<file path="src/rtl/jtframe_pll_rstseq.sv">
`timescale 1ns/1ps
`default_nettype none
// ============================================================================
//  Module   : jtframe_pll_rstseq
//  Purpose  : Power-up and lock-recovery reset sequencer for the system PLL.
//             Runs on the PLL reference clock. It pulses the PLL reset,
//             qualifies the (synchronised) lock indication, then releases
//             the SDRAM-side reset, waits for the SDRAM controller, waits a
//             further programmable gap and finally releases the core reset.
//             Loss of lock after release, or a soft request, re-asserts all
//             downstream resets and restarts the PLL.
//  Revision : 1.0 - initial release
// ----------------------------------------------------------------------------
//  Ports
//    refclk     in   PLL reference clock (only clock of this block)
//    rst_n      in   asynchronous active-low reset
//    locked     in   PLL lock, asynchronous (two-flop synchronised here)
//    sdram_rdy  in   SDRAM controller init done, asynchronous (synchronised)
//    soft_req   in   synchronous restart request (pulse or level)
//    pll_rst    out  PLL reset, active high
//    sdram_rst  out  SDRAM domain reset, active high
//    core_rst   out  core domain reset, active high
//    ready      out  high only while the sequence is complete (RUN)
//    st         out  current state encoding
//    retry_cnt  out  number of lock timeouts, saturating at 255
//    loss_cnt   out  number of lock losses after release, saturating at 255
// ============================================================================
module jtframe_pll_rstseq #(
    parameter int PLL_RST_CYC  = 16,
    parameter int LOCK_STABLE  = 1024,
    parameter int LOCK_TIMEOUT = 1048576,
    parameter int SDRAM_DLY    = 256,
    parameter int CORE_DLY     = 4096,
    parameter int CW           = 24
) (
    input  logic       refclk,
    input  logic       rst_n,
    input  logic       locked,
    input  logic       sdram_rdy,
    input  logic       soft_req,
    output logic       pll_rst,
    output logic       sdram_rst,
    output logic       core_rst,
    output logic       ready,
    output logic [2:0] st,
    output logic [7:0] retry_cnt,
    output logic [7:0] loss_cnt
);

    typedef enum logic [2:0] {
        S_PLLRST  = 3'd0,
        S_WAITLK  = 3'd1,
        S_STABLE  = 3'd2,
        S_SDREL   = 3'd3,
        S_SDWAIT  = 3'd4,
        S_COREDLY = 3'd5,
        S_RUN     = 3'd6
    } state_t;

    // The shared counter starts at zero on entry to every state, so a state
    // that must last N cycles leaves when the counter shows N-1.
    localparam logic [CW-1:0] c_pll_last  = CW'(PLL_RST_CYC  - 1);
    localparam logic [CW-1:0] c_to_last   = CW'(LOCK_TIMEOUT - 1);
    localparam logic [CW-1:0] c_ls_last   = CW'(LOCK_STABLE  - 1);
    localparam logic [CW-1:0] c_sd_last   = CW'(SDRAM_DLY    - 1);
    localparam logic [CW-1:0] c_core_last = CW'(CORE_DLY     - 1);
    localparam logic [CW-1:0] c_cnt_one   = CW'(1);
    localparam logic [7:0]    c_sat       = 8'hFF;

    // ------------------------------------------------------------------
    // Input synchronisers
    // ------------------------------------------------------------------
    logic r_lk_meta;
    logic r_lk_sync;
    logic r_rdy_meta;
    logic r_rdy_sync;

    always_ff @(posedge refclk or negedge rst_n) begin
        if (!rst_n) begin
            r_lk_meta  <= 1'b0;
            r_lk_sync  <= 1'b0;
            r_rdy_meta <= 1'b0;
            r_rdy_sync <= 1'b0;
        end else begin
            r_lk_meta  <= locked;
            r_lk_sync  <= r_lk_meta;
            r_rdy_meta <= sdram_rdy;
            r_rdy_sync <= r_rdy_meta;
        end
    end

    // ------------------------------------------------------------------
    // Sequencer state and shared counter
    // ------------------------------------------------------------------
    state_t        r_state;
    state_t        w_next;
    logic [CW-1:0] r_cnt;
    logic [CW-1:0] w_cnt_next;
    logic          w_retry_inc;
    logic          w_loss_inc;
    logic          w_released;
    logic          w_counting;

    // States from SDREL onward have let at least the SDRAM side out of
    // reset; a lock drop there is a genuine loss and aborts the sequence.
    assign w_released = (r_state == S_SDREL)  || (r_state == S_SDWAIT) ||
                        (r_state == S_COREDLY) || (r_state == S_RUN);

    // SDWAIT and RUN have no time limit, so the counter is parked there.
    assign w_counting = (r_state != S_SDWAIT) && (r_state != S_RUN);

    always_comb begin
        w_next      = r_state;
        w_retry_inc = 1'b0;
        w_loss_inc  = 1'b0;

        if (soft_req) begin
            // Highest priority; leaves both event counters untouched and,
            // while held, pins the sequencer in PLLRST.
            w_next = S_PLLRST;
        end else if (w_released && !r_lk_sync) begin
            w_next     = S_PLLRST;
            w_loss_inc = 1'b1;
        end else begin
            case (r_state)
                S_PLLRST: begin
                    if (r_cnt == c_pll_last) begin
                        w_next = S_WAITLK;
                    end
                end
                S_WAITLK: begin
                    // A lock arriving on the timeout cycle wins.
                    if (r_lk_sync) begin
                        w_next = S_STABLE;
                    end else if (r_cnt == c_to_last) begin
                        w_next      = S_PLLRST;
                        w_retry_inc = 1'b1;
                    end
                end
                S_STABLE: begin
                    // Any low sample restarts the qualification from WAITLK
                    // with a fresh timeout window.
                    if (!r_lk_sync) begin
                        w_next = S_WAITLK;
                    end else if (r_cnt == c_ls_last) begin
                        w_next = S_SDREL;
                    end
                end
                S_SDREL: begin
                    if (r_cnt == c_sd_last) begin
                        w_next = S_SDWAIT;
                    end
                end
                S_SDWAIT: begin
                    if (r_rdy_sync) begin
                        w_next = S_COREDLY;
                    end
                end
                S_COREDLY: begin
                    if (r_cnt == c_core_last) begin
                        w_next = S_RUN;
                    end
                end
                S_RUN: begin
                    w_next = S_RUN;
                end
                default: begin
                    w_next = S_PLLRST;
                end
            endcase
        end
    end

    always_comb begin
        w_cnt_next = r_cnt;
        // soft_req also clears the count inside PLLRST so that the PLL reset
        // pulse is full length after the request is released.
        if ((w_next != r_state) || soft_req) begin
            w_cnt_next = '0;
        end else if (w_counting) begin
            w_cnt_next = r_cnt + c_cnt_one;
        end
    end

    always_ff @(posedge refclk or negedge rst_n) begin
        if (!rst_n) begin
            r_state <= S_PLLRST;
            r_cnt   <= '0;
        end else begin
            r_state <= w_next;
            r_cnt   <= w_cnt_next;
        end
    end

    // ------------------------------------------------------------------
    // Registered outputs, decoded from the next state so that they change
    // on the same edge as the state register.
    // ------------------------------------------------------------------
    always_ff @(posedge refclk or negedge rst_n) begin
        if (!rst_n) begin
            pll_rst   <= 1'b1;
            sdram_rst <= 1'b1;
            core_rst  <= 1'b1;
            ready     <= 1'b0;
        end else begin
            pll_rst   <= (w_next == S_PLLRST);
            sdram_rst <= (w_next == S_PLLRST) || (w_next == S_WAITLK) ||
                         (w_next == S_STABLE);
            core_rst  <= (w_next != S_RUN);
            ready     <= (w_next == S_RUN);
        end
    end

    assign st = r_state;

    // ------------------------------------------------------------------
    // Saturating event counters
    // ------------------------------------------------------------------
    always_ff @(posedge refclk or negedge rst_n) begin
        if (!rst_n) begin
            retry_cnt <= 8'd0;
            loss_cnt  <= 8'd0;
        end else begin
            if (w_retry_inc && (retry_cnt != c_sat)) begin
                retry_cnt <= retry_cnt + 8'd1;
            end
            if (w_loss_inc && (loss_cnt != c_sat)) begin
                loss_cnt <= loss_cnt + 8'd1;
            end
        end
    end

endmodule
`default_nettype wire
</file>
<file path="config.mk">
export PLATFORM = sky130hd
export DESIGN_NAME = jtframe_pll_rstseq
export DESIGN_NICKNAME = d
export VERILOG_FILES = /design/src/rtl/jtframe_pll_rstseq.sv
export SDC_FILE = /design/constraint.sdc
export NUM_CORES = 1
export LEC_CHECK = 0
export CAP_MARGIN = 20
export CORE_MARGIN = 1
export CORE_UTILIZATION = 35
export DETAILED_ROUTE_END_ITERATION = 10
export MAX_ROUTING_LAYER = met4
export PLACE_DENSITY_LB_ADDON = 0.12
export SYNTH_ARGS = -nofsm -noshare
export SYNTH_HDL_FRONTEND = slang
export SYNTH_SLANG_ARGS = --single-unit
</file>
<file path="constraint.sdc">
create_clock -name refclk -period 3.3 [get_ports refclk]
set_clock_uncertainty 0.2 [all_clocks]
set_input_delay 0.99 -clock refclk [delete_from_list [all_inputs] [get_ports refclk]]
set_output_delay 0.99 -clock refclk [all_outputs]
set_load 0.02 [all_outputs]
</file>
==> results.txt <==
Net Count, Synth - 261
CTS tree - done
mapped cell area - 2720 um^2
Synth Area in Adders - 0.0138
Top-Level Pins - 28
Wirelength per Cell - 14.4 um
Starting DRT DRC Count - 117
total congestion overflow - 0
post-CTS setup buffer count - 0
TritonCTS buffer count - 5
Static Leak - 0.00132 uW
Async SR Flop Fraction - 1.00
Root Buffer - clkbuf_8
Syn Area/Cell - 10.7 um^2
DR vias/cell - 5.05
largest net degree at the start of global routing - 28
Synth Instances - 253
final hold violation count - 0
critical path's top delay family - simple AND/OR/NAND/NOR gates
Total Nets Final - 294
Buffers on Ports - 27
Yosys cell types - 43
die area - 8120 um^2
antenna violations before repair - 0
Hold-fix buffers, CTS - 0
DP Worst Slack - 0.296 ns
final core utilization - 0.439
worst slew pin tran - 0.600 ns
Final Cycle Share - 0.897
DRC errors left - 0
sequential share of power - 0.605
vias in the first global route - 1935
clock power share - 0.357
post_cts resized - 0
remaining antenna violation count after routing - 0
htree depth - 2
max-slew violations - 0
Seq/Total Area, Yosys - 0.471
multiplexer area fraction after synthesis - 0.0120
via count - 1948
Final TNS setup - 0 ns
Post-Synth Simple-Gate Area - 0.220
critical-path cell list - or4_1 > or4_1 > o311ai_4 > nand3_1 > o21ai_4 > buf_12 > a21oi_1
# setup viols final - 0
worst min path class - register to register
count of state elements after synthesis - 51
VDD IR max - 0.183 mV
Worst path slowest cell - or4_1
Crit. End Element - register
Detailed Route WL - 5550 um
Area Growth Syn to Fin - 19.0%
max cap viols - 0
detailed placer's ending HPWL - 3950 um
xor/xnor share of the synthesized area - 0.119
slew margin rel. - 0.600
Comb pwr share - 0.038
ratio of cells with drive above 1 in the final layout - 0.188
Synth Flop Type - dfrtp_1
max incr delay on CP - 0.69 ns
Yosys warnings - 0
most used cell, CP - or4_1
P_int - 797 uW
FP Rows - 31
# diodes - 0
Buf/Inv on CP - 1
Final WS setup - 0.341 ns
clock-pin slew on the worst setup and hold paths - 0.10 ns
min cycle time layout - 2.96 ns
status - finished, final reports clean
highest clock rate - 0.338 GHz
Setup Crit Path Kind - register to register
CTS max path bufs - 2
Synth Area in Compound Gates - 0.131
RSZ-0062 raised after global routing - no
core box area - 7370 um^2
clk sinks - 51
critical path data arrival time - 2.95 ns
PD cells - 325 nW/um^2
DIE HEIGHT - 90.1 um
largest family of logic cells by synthesized area - simple AND/OR/NAND/NOR gates
clock latency on the worst-skew pair - 0.30 ns
first drt pass iteration count - 6
Psw - 254 uW
Initial Util - 0.369
CP Launch Type - register
number of synthesized flops with an enable pin - 0
width of the die - 90.1 um
worst-path maximum fanout - 24
total track usage - 0.150
switching share of power - 0.242
Critical Path RT - 3.29 ns
placer's final routability congestion estimate - 0.756
global-route wire length before repair - 9630 um
## placed cells by master (no fill, tap or decap), types with 3 or more instances in the layout
master / n
or4_1: 5
nand2_1: 13
buf_4: 7
and4_1: 4
buf_12: 3
inv_1: 3
a31oi_1: 3
dfstp_2: 3
nor3_1: 6
nand3_1: 14
nor2b_1: 4
xor2_1: 17
nand4_1: 14
xnor2_1: 20
ha_1: 3
nor4_1: 3
and3_1: 9
a21oi_2: 20
nand2b_1: 5
a21oi_1: 10
clkbuf_8: 5
nor2_1: 11
clkdlybuf4s50_1: 26
dfrtp_1: 48
## metal layers
layer | wire [um] | global-route usage | up-vias | share of wire
li1 | - | - | 969 | -
met1 | 2740 | 0.196 | 947 | 0.49
met2 | 2640 | 0.240 | 28 | 0.47
met3 | 127 | 0.0254 | 4 | 0.023
met4 | 55 | 0.0403 | 0 | 0.0099
met5 | 0 | - | - | 0
## kinds of logic (layout without fill, tap and decap cells)
| group | Yosys count | count (layout) |
|---|---|---|
| and+or+nand+nor | 101 | 101 |
| DFF | 51 | 51 |
| AOI/OAI and AO/OA | 44 | 44 |
| xor gates and xnor gates | 37 | 37 |
| buffers and inverters | 14 | 48 |
| adders and majority gates | 3 | 3 |
| muxes | 3 | 3 |
## power groups by stage
stage / combinational, uW / clock (uW) / sequential [uW]
after detailed placement: 42.0 / 0 / 647
after floorplan: 18.3 / 0 / 646
after global placement: 41.8 / 0 / 647
after global routing: 46.3 / 412 / 636
after CTS: 42.2 / 394 / 635
final: 40.3 / 375 / 636
## sequential cells by signal, indices dropped and copies added, names as in the netlist
| register | flops |
|---|---|
| core_rst | 1 |
| loss_cnt | 8 |
| pll_rst | 1 |
| r_cnt | 24 |
| r_lk_meta | 1 |
| r_lk_sync | 1 |
| r_rdy_meta | 1 |
| r_rdy_sync | 1 |
| ready | 1 |
| retry_cnt | 8 |
| sdram_rst | 1 |
| st | 3 |
## cells in the mapped netlist, drive strengths merged (3+ instances only)
library cell  number  area (um^2)
inv                3         11.3
o21ai              3         26.3
a21oi             30          225
nand2             13         48.8
and3              10         67.6
xnor2             20          175
nor2b              4         25.0
nand4             14         87.6
a31oi              3         18.8
nand2b             5         31.3
nor4               4         31.3
xor2              17          149
ha                 3         37.5
nor2              11         41.3
dfrtp             48         1200
clkbuf             6         22.5
nor3               6         30.0
dfstp              3         78.8
nand3             15         87.6
or4                5         37.5
and4               4         35.0
buf                5         56.3
## area by class of cell
class / instances / area [um^2]
Tap cell: 99 / 124
Sequential cell: 51 / 1280
Fill cell: 747 / 4140
Timing Repair Buffer: 37 / 378
Clock inverter: 3 / 25.0
Inverter: 3 / 11.3
Clock buffer: 5 / 68.8
Multi-Input combinational cell: 188 / 1350
## worst paths after layout
| path | startpoint | end | slack (ns) | cells after the start |
|---|---|---|---|---|
| max | r_cnt[22] | r_cnt[2] | 0.34 | 7 |
| min | r_lk_meta | r_lk_sync | 0.16 | 0 |
| max reg2reg | r_cnt[22] | r_cnt[2] | 0.34 | 7 |
| min reg2reg | r_lk_meta | r_lk_sync | 0.16 | 0 |
| max in group asynchronous | rst_n | pll_rst | 1.81 | 2 |
| min in group asynchronous | rst_n | retry_cnt[2] | 0.48 | 1 |
## metrics by stage
stage	total power, uW	area, um^2	std cells	hold slack (ns)
6_report	1050	3230	386	0.161
5_1_grt	1100	3230	386	0.165
4_1_cts	1070	3230	386	0.161
3_5_place_dp	689	3140	378	0.136
3_3_place_gp	689	3140	378	0.134
2_1_floorplan	665	2720	253	0.131
(Power assumes the default switching activity.)
